[src/rtl/freq_meter_pkg.sv]
// Shared types for the frequency meter: sequencer states, status codes
// seen by the gated counters, and small elaboration helpers.
`timescale 1ns/1ps
package freq_meter_pkg;

    typedef enum logic [2:0] {
        S_IDLE,
        S_CLEAR,
        S_ARM,
        S_GATE,
        S_CLOSE,
        S_STORE,
        S_HOLD
    } state_t;

    localparam logic [1:0] ST_IDLE  = 2'b00;
    localparam logic [1:0] ST_CLEAR = 2'b01;
    localparam logic [1:0] ST_RUN   = 2'b11;
    localparam logic [1:0] ST_HOLD  = 2'b10;

    function automatic int unsigned max_u(input int unsigned a, input int unsigned b);
        return (a > b) ? a : b;
    endfunction

    // ARM/GATE/CLOSE all report "counting allowed" so the counters already
    // see 11 before the gate edge arrives.
    function automatic logic [1:0] status_of(input state_t s);
        logic [1:0] code;
        code = ST_IDLE;
        case (s)
            S_IDLE:                  code = ST_IDLE;
            S_CLEAR:                 code = ST_CLEAR;
            S_ARM, S_GATE, S_CLOSE:  code = ST_RUN;
            S_STORE, S_HOLD:         code = ST_HOLD;
            default:                 code = ST_IDLE;
        endcase
        return code;
    endfunction

endpackage

[src/rtl/sig_sync.sv]
// Two-flop synchronizer for an asynchronous meter input followed by a
// registered-history rising-edge detector; rise is one clk wide.
`timescale 1ns/1ps
module sig_sync (
    input  logic clk,
    input  logic nRST,
    input  logic din,
    output logic rise
);

    logic [2:0] shift;

    always_ff @(posedge clk or negedge nRST) begin
        if (!nRST) begin
            shift <= '0;
        end else begin
            shift <= {shift[1:0], din};
        end
    end

    assign rise = shift[1] & ~shift[2];

endmodule

[src/rtl/freq_meas_seq.sv]
// Equal-precision measurement sequencer: drives counter clear, gate window
// aligned to sig_in rising edges, store strobe and status word.
`timescale 1ns/1ps
module freq_meas_seq
    import freq_meter_pkg::*;
#(
    parameter int unsigned GATE_CYCLES    = 50_000_000,
    parameter int unsigned CLR_CYCLES     = 4,
    parameter int unsigned HOLD_CYCLES    = 25_000_000,
    parameter int unsigned TIMEOUT_CYCLES = 100_000_000
) (
    input  logic       clk,
    input  logic       nRST,
    input  logic       run,
    input  logic       sig_in,
    output logic       clear_n,
    output logic       gate,
    output logic       store,
    output logic [1:0] status,
    output logic       valid,
    output logic       timeout
);

    localparam int unsigned MAX_P = max_u(max_u(GATE_CYCLES, CLR_CYCLES),
                                          max_u(HOLD_CYCLES, TIMEOUT_CYCLES));
    localparam int unsigned TW = $clog2(MAX_P) + 1;

    localparam logic [TW-1:0] CLR_LAST  = TW'(CLR_CYCLES - 1);
    localparam logic [TW-1:0] GATE_LAST = TW'(GATE_CYCLES - 1);
    localparam logic [TW-1:0] HOLD_LAST = TW'(HOLD_CYCLES - 1);
    localparam logic [TW-1:0] TMO_LAST  = TW'(TIMEOUT_CYCLES - 1);

    if (GATE_CYCLES < 2) begin : g_bad_gate
        $error("GATE_CYCLES must be at least 2");
    end
    if (CLR_CYCLES < 1) begin : g_bad_clr
        $error("CLR_CYCLES must be at least 1");
    end
    if (HOLD_CYCLES < 1) begin : g_bad_hold
        $error("HOLD_CYCLES must be at least 1");
    end
    if (TIMEOUT_CYCLES <= GATE_CYCLES) begin : g_bad_timeout
        $error("TIMEOUT_CYCLES must exceed GATE_CYCLES");
    end

    state_t        state;
    state_t        state_nx;
    logic [TW-1:0] timer;
    logic          sig_rise;
    logic          abort_nx;

    sig_sync u_sig_sync (
        .clk  (clk),
        .nRST (nRST),
        .din  (sig_in),
        .rise (sig_rise)
    );

    always_comb begin
        state_nx = state;
        abort_nx = 1'b0;
        unique case (state)
            S_IDLE: begin
                if (run) state_nx = S_CLEAR;
            end
            S_CLEAR: begin
                if (timer == CLR_LAST) state_nx = S_ARM;
            end
            S_ARM: begin
                if (sig_rise) begin
                    state_nx = S_GATE;
                end else if (timer == TMO_LAST) begin
                    state_nx = S_STORE;
                    abort_nx = 1'b1;
                end
            end
            // Edges inside the preset window, including its last cycle, never close it.
            S_GATE: begin
                if (timer == GATE_LAST) state_nx = S_CLOSE;
            end
            S_CLOSE: begin
                if (sig_rise) begin
                    state_nx = S_STORE;
                end else if (timer == TMO_LAST) begin
                    state_nx = S_STORE;
                    abort_nx = 1'b1;
                end
            end
            S_STORE: begin
                state_nx = S_HOLD;
            end
            S_HOLD: begin
                if (timer == HOLD_LAST) state_nx = run ? S_CLEAR : S_IDLE;
            end
            default: begin
                state_nx = S_IDLE;
            end
        endcase
    end

    always_ff @(posedge clk or negedge nRST) begin
        if (!nRST) begin
            state   <= S_IDLE;
            timer   <= '0;
            clear_n <= 1'b1;
            gate    <= 1'b0;
            store   <= 1'b0;
            status  <= ST_IDLE;
            valid   <= 1'b0;
            timeout <= 1'b0;
        end else begin
            state <= state_nx;
            // Outputs are registered from the next state so they line up with it.
            if (state_nx != state || state_nx == S_IDLE) begin
                timer <= '0;
            end else begin
                timer <= timer + 1'b1;
            end
            clear_n <= (state_nx != S_CLEAR);
            gate    <= (state_nx == S_GATE) || (state_nx == S_CLOSE);
            store   <= (state_nx == S_STORE);
            status  <= status_of(state_nx);
            if (state_nx == S_STORE) begin
                valid   <= ~abort_nx;
                timeout <= abort_nx;
            end
        end
    end

endmodule

[config.mk]
export PLATFORM = sky130hd
export DESIGN_NAME = freq_meas_seq
export DESIGN_NICKNAME = d
export VERILOG_FILES = /design/src/rtl/freq_meter_pkg.sv /design/src/rtl/sig_sync.sv /design/src/rtl/freq_meas_seq.sv
export SDC_FILE = /design/constraint.sdc
export NUM_CORES = 1
export LEC_CHECK = 0
export CAP_MARGIN = 20
export CORE_MARGIN = 8
export CORE_UTILIZATION = 45
export CTS_CLUSTER_DIAMETER = 40
export CTS_CLUSTER_SIZE = 25
export DETAILED_ROUTE_END_ITERATION = 7
export HOLD_SLACK_MARGIN = 0.1
export PLACE_DENSITY = 0.68
export SYNTH_ARGS = -nofsm -noshare
export SYNTH_HDL_FRONTEND = slang
export SYNTH_SLANG_ARGS = --single-unit
[constraint.sdc]
create_clock -name clk -period 3 [get_ports clk]
set_input_delay 0.6 -clock clk [delete_from_list [all_inputs] [get_ports clk]]
set_output_delay 0.6 -clock clk [all_outputs]
set_load 0.03 [all_outputs]
Word-level counts from Yosys, hierarchy flattened:

Index checks and enable logic that the tools add are counted.

* flip-flop bits (word level): 41
* latch bits: 0
* bits in writable memories: 0
* ROM bits: 0
* bits of input ports: 4
* output and inout port bits: 7
* logic and storage cells: 52
* memories: 0

* $add $sub $neg: 1
* multiply operators: 0
* div/mod/pow operators: 0
* magnitude comparators: 0
* equality and inequality tests: 18
* shift operators: 0
* muxes and demuxes: 14
* bitwise operators: 3
* reduce and logical (&&, ||, !) cells: 7

Operators by type and width (number)
* adder 28 x 1 -> 28 bit, second input constant: 1
* equality test 28 x 2 -> 1 bit, second input constant: 1
* equality test 28 x 25 -> 1 bit, second input constant: 1
* equality test 28 x 26 -> 1 bit, second input constant: 1
* equality test 28 x 27 -> 1 bit, second input constant: 1
* 2-to-1 mux 28 bit: 1
* 2-to-1 mux 3 bit: 7
* one-hot mux 3 bit (7 select lines): 1
* equality test 3 bit, second input constant: 6
* equality test 3 x 2 -> 1 bit, second input constant: 4
* equality test 3 x 1 -> 1 bit, second input constant: 2
* zero test 3 bit: 2
* one-hot mux 2 bit (3 select lines): 1
* 2-to-1 mux 1 bit: 4
* OR reduction 2 bit: 2
* inequality test 3 x 1 -> 1 bit, second input constant: 1
* inequality test 3 bit: 1
* OR reduction 3 bit: 1
* logical OR 1 bit: 2
* inverter 1 bit: 2
* bitwise AND 1 bit: 1

Logic depth before layout (Yosys ltp):

* depth in word-level cells: 7
* gate-level depth with buffers: 10
* depth with buffers taken out: 8

Hierarchy:

A second synthesis with hierarchy kept.

* cells, all modules: 223
* area total of the unflattened synthesis: 2169.6 um^2

Modules (own cells, without submodules)
* freq_meas_seq: instances 1, cells an instance 219, area an instance 2080.7 um^2, sequential area each 952.2 um^2
* sig_sync: instances 1, cells an instance 4, area an instance 88.8 um^2, sequential area each 75.1 um^2

Least setup slack after synthesis:

OpenSTA, ideal clock, no wires.

* path type: register to register
* start point: reg timer[0]
* end point: reg timer[10]
* library setup time: 125 ps
* arrival time: 2023 ps
* data required time: 2875 ps
* setup slack: 853 ps
* stages on the path, launching flop included: 10
* buffers on the path: 2
* period minus slack after synthesis: 2147 ps
* cell sequence: dfrtp_1 -> ha_1 -> and3_1 -> buf_2 -> nand4_1 -> o31a_1 -> a21o_1 -> nor3_4 -> buf_6 -> nor3_1

* longest elaborated chain between the ends: 7
* elaborated cells between the ends (all ways): 16
* classes of those cells: add/sub: 1; eq/ne: 5; mux: 8; reduce/logical: 2

RTL lines
* start: declaration: RTL line freq_meas_seq.sv:48 `logic [TW-1:0] timer;`
* start signal: assignment: RTL line freq_meas_seq.sv:117 `timer <= timer + 1'b1;`
* equality test 28 x 27 -> 1 bit: RTL line freq_meas_seq.sv:72, freq_meas_seq.sv:84
* 2-to-1 mux 3 bit: RTL line freq_meas_seq.sv:72, freq_meas_seq.sv:84
* 2-to-1 mux 3 bit, on equally long branches: RTL line freq_meas_seq.sv:82, freq_meas_seq.sv:70
* one-hot mux 3 bit (7 select lines): RTL line freq_meas_seq.sv:62 `unique case (state)`
* inequality test 3 bit or zero test 3 bit (tied branches): RTL line freq_meas_seq.sv:114 `if (state_nx != state || state_nx == S_IDLE) begin`
* logical OR 1 bit: RTL line freq_meas_seq.sv:114
* 2-to-1 mux 28 bit *: RTL line freq_meas_seq.sv:114

Mark *: on every way between the ends. The rest lies on a longest branch, timed or not.
A chain may end at the register's enable or synchronous reset.

Final worst setup path:

* start point: reg timer[0]
* end point: reg timer[24]

The elaborated chain is that of the path after synthesis.

==> results.txt <==
Setup crit end kind: flip-flop
Worst reg2reg endpoint: timer[24]$_DFF_PN0_
WL per Instance: 15.5 um
I/O pin count: 11
Antenna cells: 0
Final routed DRC violation total: 0
Worst Hold Class: flip-flop to flip-flop
Startpoint types: flip-flop
Initial antenna violation count: 0
Hold Slack: 0.353 ns
Yosys reg bits: 41
Post-Synthesis Cells: 228
Critical Path RT: 3.16 ns
Routability cong.: 0.906
CP max FO: 26
Ys flop type: dfrtp_1
Cts bufs inserted: 5
Fin cells: 302
Yosys cell types: 47
First-pass GRT wire length: 8140 um
CP Cell Sequence: ha_1 -> and3_1 -> nand4_1 -> nor4_1 -> o21bai_2 -> inv_2 -> a21oi_4 -> buf_4 -> nor3_1
Die area: 0.00748 mm2
Hpwl dp: 3350 um
FMAX: 386 MHz
# port buffers: 10
DR iter-0 viols: 152
R2R depth: 9
Initial core utilization: 47.0%
Leakage: 0.000991 uW
Clk root buf: clkbuf_8
Maximum vdd drop: 0.288 mV
Run status: complete, no violations
Cell Pwr Density: 642 mW/mm2
Reg-to-Reg Start: timer[0]$_DFF_PN0_
Avg Cell Area, Syn: 9.81 um2
Final hold viol count: 0
PostCTS Resize Cnt: 0
CTS tree: built
Total GRT Usage: 13.8%
# fillers: 444
Grt ovf: 0
Seq. cell area: 0.00103 mm2
Post-synth ARST share: 100%
Minimum clock period: 2.59 ns
Vias/cell: 5.72
Pins over their slew limit: 0
Hold buffers post-CTS: 0
Worst-Margin Slew: 0.874 ns
Int Power: 970 uW
Post-synth EDFFs: 0
WS Path Type: flip-flop to flip-flop
Hold Crit Start: u_sig_sync.shift[0]$_DFF_PN0_
CTS Buffer Depth: 2
Sequential Power Share: 42.5%
Combinational Power Share: 35.7%
Min-Delay Endpoint: u_sig_sync.shift[1]$_DFF_PN0_
Dpl cells: 294
Util after Layout: 51.3%
Period utilization: 86.4%
Final setup violating endpoints: 0
Worst-path clk slew: 0.07 ns
Crit-path leading delay family: simple AND/OR/NAND/NOR gates
Clock Latency Late Sink: 0.29 ns
RSZ-0062 raised after global routing: no
CP arrival: 2.76 ns
Core area: 0.00475 mm2
Clock Power Share: 21.8%
Overall power: 1570 uW
Psw: 595 uW
Nets: 239
Die height: 86.5 um
Sequential-to-total area share from yosys stat: 45.9%
Yosys warnings: 0
Reg-to-reg setup timing slack: 0.41 ns
Cell Area, Synth: 0.00224 mm2
Clock tree sinks: 41
Max Cap Viol: 0
Syn_nets: 233
Area Overhead vs Synth: 9.07%
Clk_skew: 0.00617 ns
Number of routed nets with antenna violations: 0
Multi-input combinational cell area: 0.00112 mm2
Fraction of layout cells with a size suffix above 1: 9.36%
Max incr delay on CP: 0.39 ns
DRT Wirelength: 4690 um
Number of global-route vias before repair: 1674
Slew HR: 41.7%
Largest net degree at the start of global routing: 42
Switching Share: 38.0%
Chip width: 86.5 um
Hold Path Cell Cnt: 0
H-Tree Depth: 2
Row cnt: 25
Postcts setup bufs: 0
Bufs and invs on worst path: 2
Setup tns final: 0 ns
Drt first pass iters: 4
Routed vias: 1728
CP max stage cell: dfrtp_1
-- power by group through the flow --
| stage | clock network [uW] | registers, uW | logic, uW |
|---|---|---|---|
| 2_1_floorplan | 0 | 703 | 408 |
| 3_3_place_gp | 0 | 673 | 555 |
| 3_5_place_dp | 0 | 676 | 564 |
| 4_1_cts | 356 | 664 | 563 |
| 5_1_grt | 387 | 674 | 618 |
| 6_report | 342 | 665 | 559 |
-- registers in the layout (all words and copies together) (netlist names) --
signal,cells
store,1
status,2
timeout,1
valid,1
gate,1
u_sig_sync.shift,3
clear_n,1
state,3
timer,28
-- worst max-delay path by stage --
stage / slack, ns / end / startpoint / depth (start not counted)
final: 0.41 / timer[24]$_DFF_PN0_ / timer[0]$_DFF_PN0_ / 9
after global routing: 0.17 / timer[2]$_DFF_PN0_ / timer[0]$_DFF_PN0_ / 9
after CTS: 0.44 / timer[8]$_DFF_PN0_ / timer[0]$_DFF_PN0_ / 9
after detailed placement: 0.44 / timer[8]$_DFF_PN0_ / timer[0]$_DFF_PN0_ / 9
after global placement: 0.58 / timer[2]$_DFF_PN0_ / timer[0]$_DFF_PN0_ / 9
after floorplan: 0.85 / timer[10]$_DFF_PN0_ / timer[0]$_DFF_PN0_ / 9
-- cell usage in the layout (no fill, tap or decap), types with 2 or more instances in the layout --
master	n
and3_1	13
a21oi_4	2
nor4b_1	4
a211oi_1	2
xnor2_1	14
dfrtp_1	40
nand3_1	10
and4_1	4
inv_1	3
a21oi_1	9
nand2b_1	2
nor2_1	9
nor4_1	8
o41ai_1	2
xor2_1	9
o21ai_0	3
nand4_1	13
nand2_1	13
clkdlybuf4s50_1	9
and2_1	2
buf_4	2
nor2b_1	4
nor3_1	29
clkbuf_8	5
clkinv_2	2
-- cell usage after synthesis, types with 3 or more instances --
master,number,area [um2]
xnor2_1,14,123
nor4b_1,4,35.0
nand2_1,13,48.8
a21oi_1,9,45.0
and4_1,4,35.0
clkbuf_1,4,15.0
inv_1,3,11.3
xor2_1,9,78.8
nand3_1,10,50.1
dfrtp_1,40,1000
nand4_1,13,81.3
nor4_1,8,50.1
nor2_1,9,33.8
nor2b_1,4,25.0
buf_2,4,20.0
and3_1,13,81.3
o21ai_0,3,15.0
nor3_1,29,145
-- cell families after synthesis --
group                      synth area share [%]
and+or+nand+nor                            31.0
xor gates and xnor gates                   9.01
DFF                                        45.9
buffers and inverters                      3.97
adders and majority gates                 0.560
AOI/OAI and AO/OA                          9.07
muxes                                     0.448
-- final cells by class --
type                    count  share of cell area [%]
repair buffers             12                    4.52
clock inverters             2                   0.410
multi-input cells         170                    45.9
well taps                  67                    3.44
inverters                   4                   0.616
clock buffers               6                    2.98
flip-flops and latches     41                    42.1
-- per-stage QoR --
step,cell area [um2],setup WS [ns]
2_1_floorplan,2240,0.853
3_3_place_gp,2360,0.582
3_5_place_dp,2360,0.444
4_1_cts,2440,0.436
5_1_grt,2440,0.168
6_report,2440,0.407
-- metal layers --
metal / GRT usage [%] / vias to the layer above / share of wire [%]
li1: - / 847 / -
met1: 18.9 / 826 / 50
met2: 19.4 / 49 / 43
met3: 4.16 / 6 / 5.5
met4: 5.79 / 0 / 1.3
met5: 0 / - / 0
Note: power is estimated with default switching activity, not from simulation.
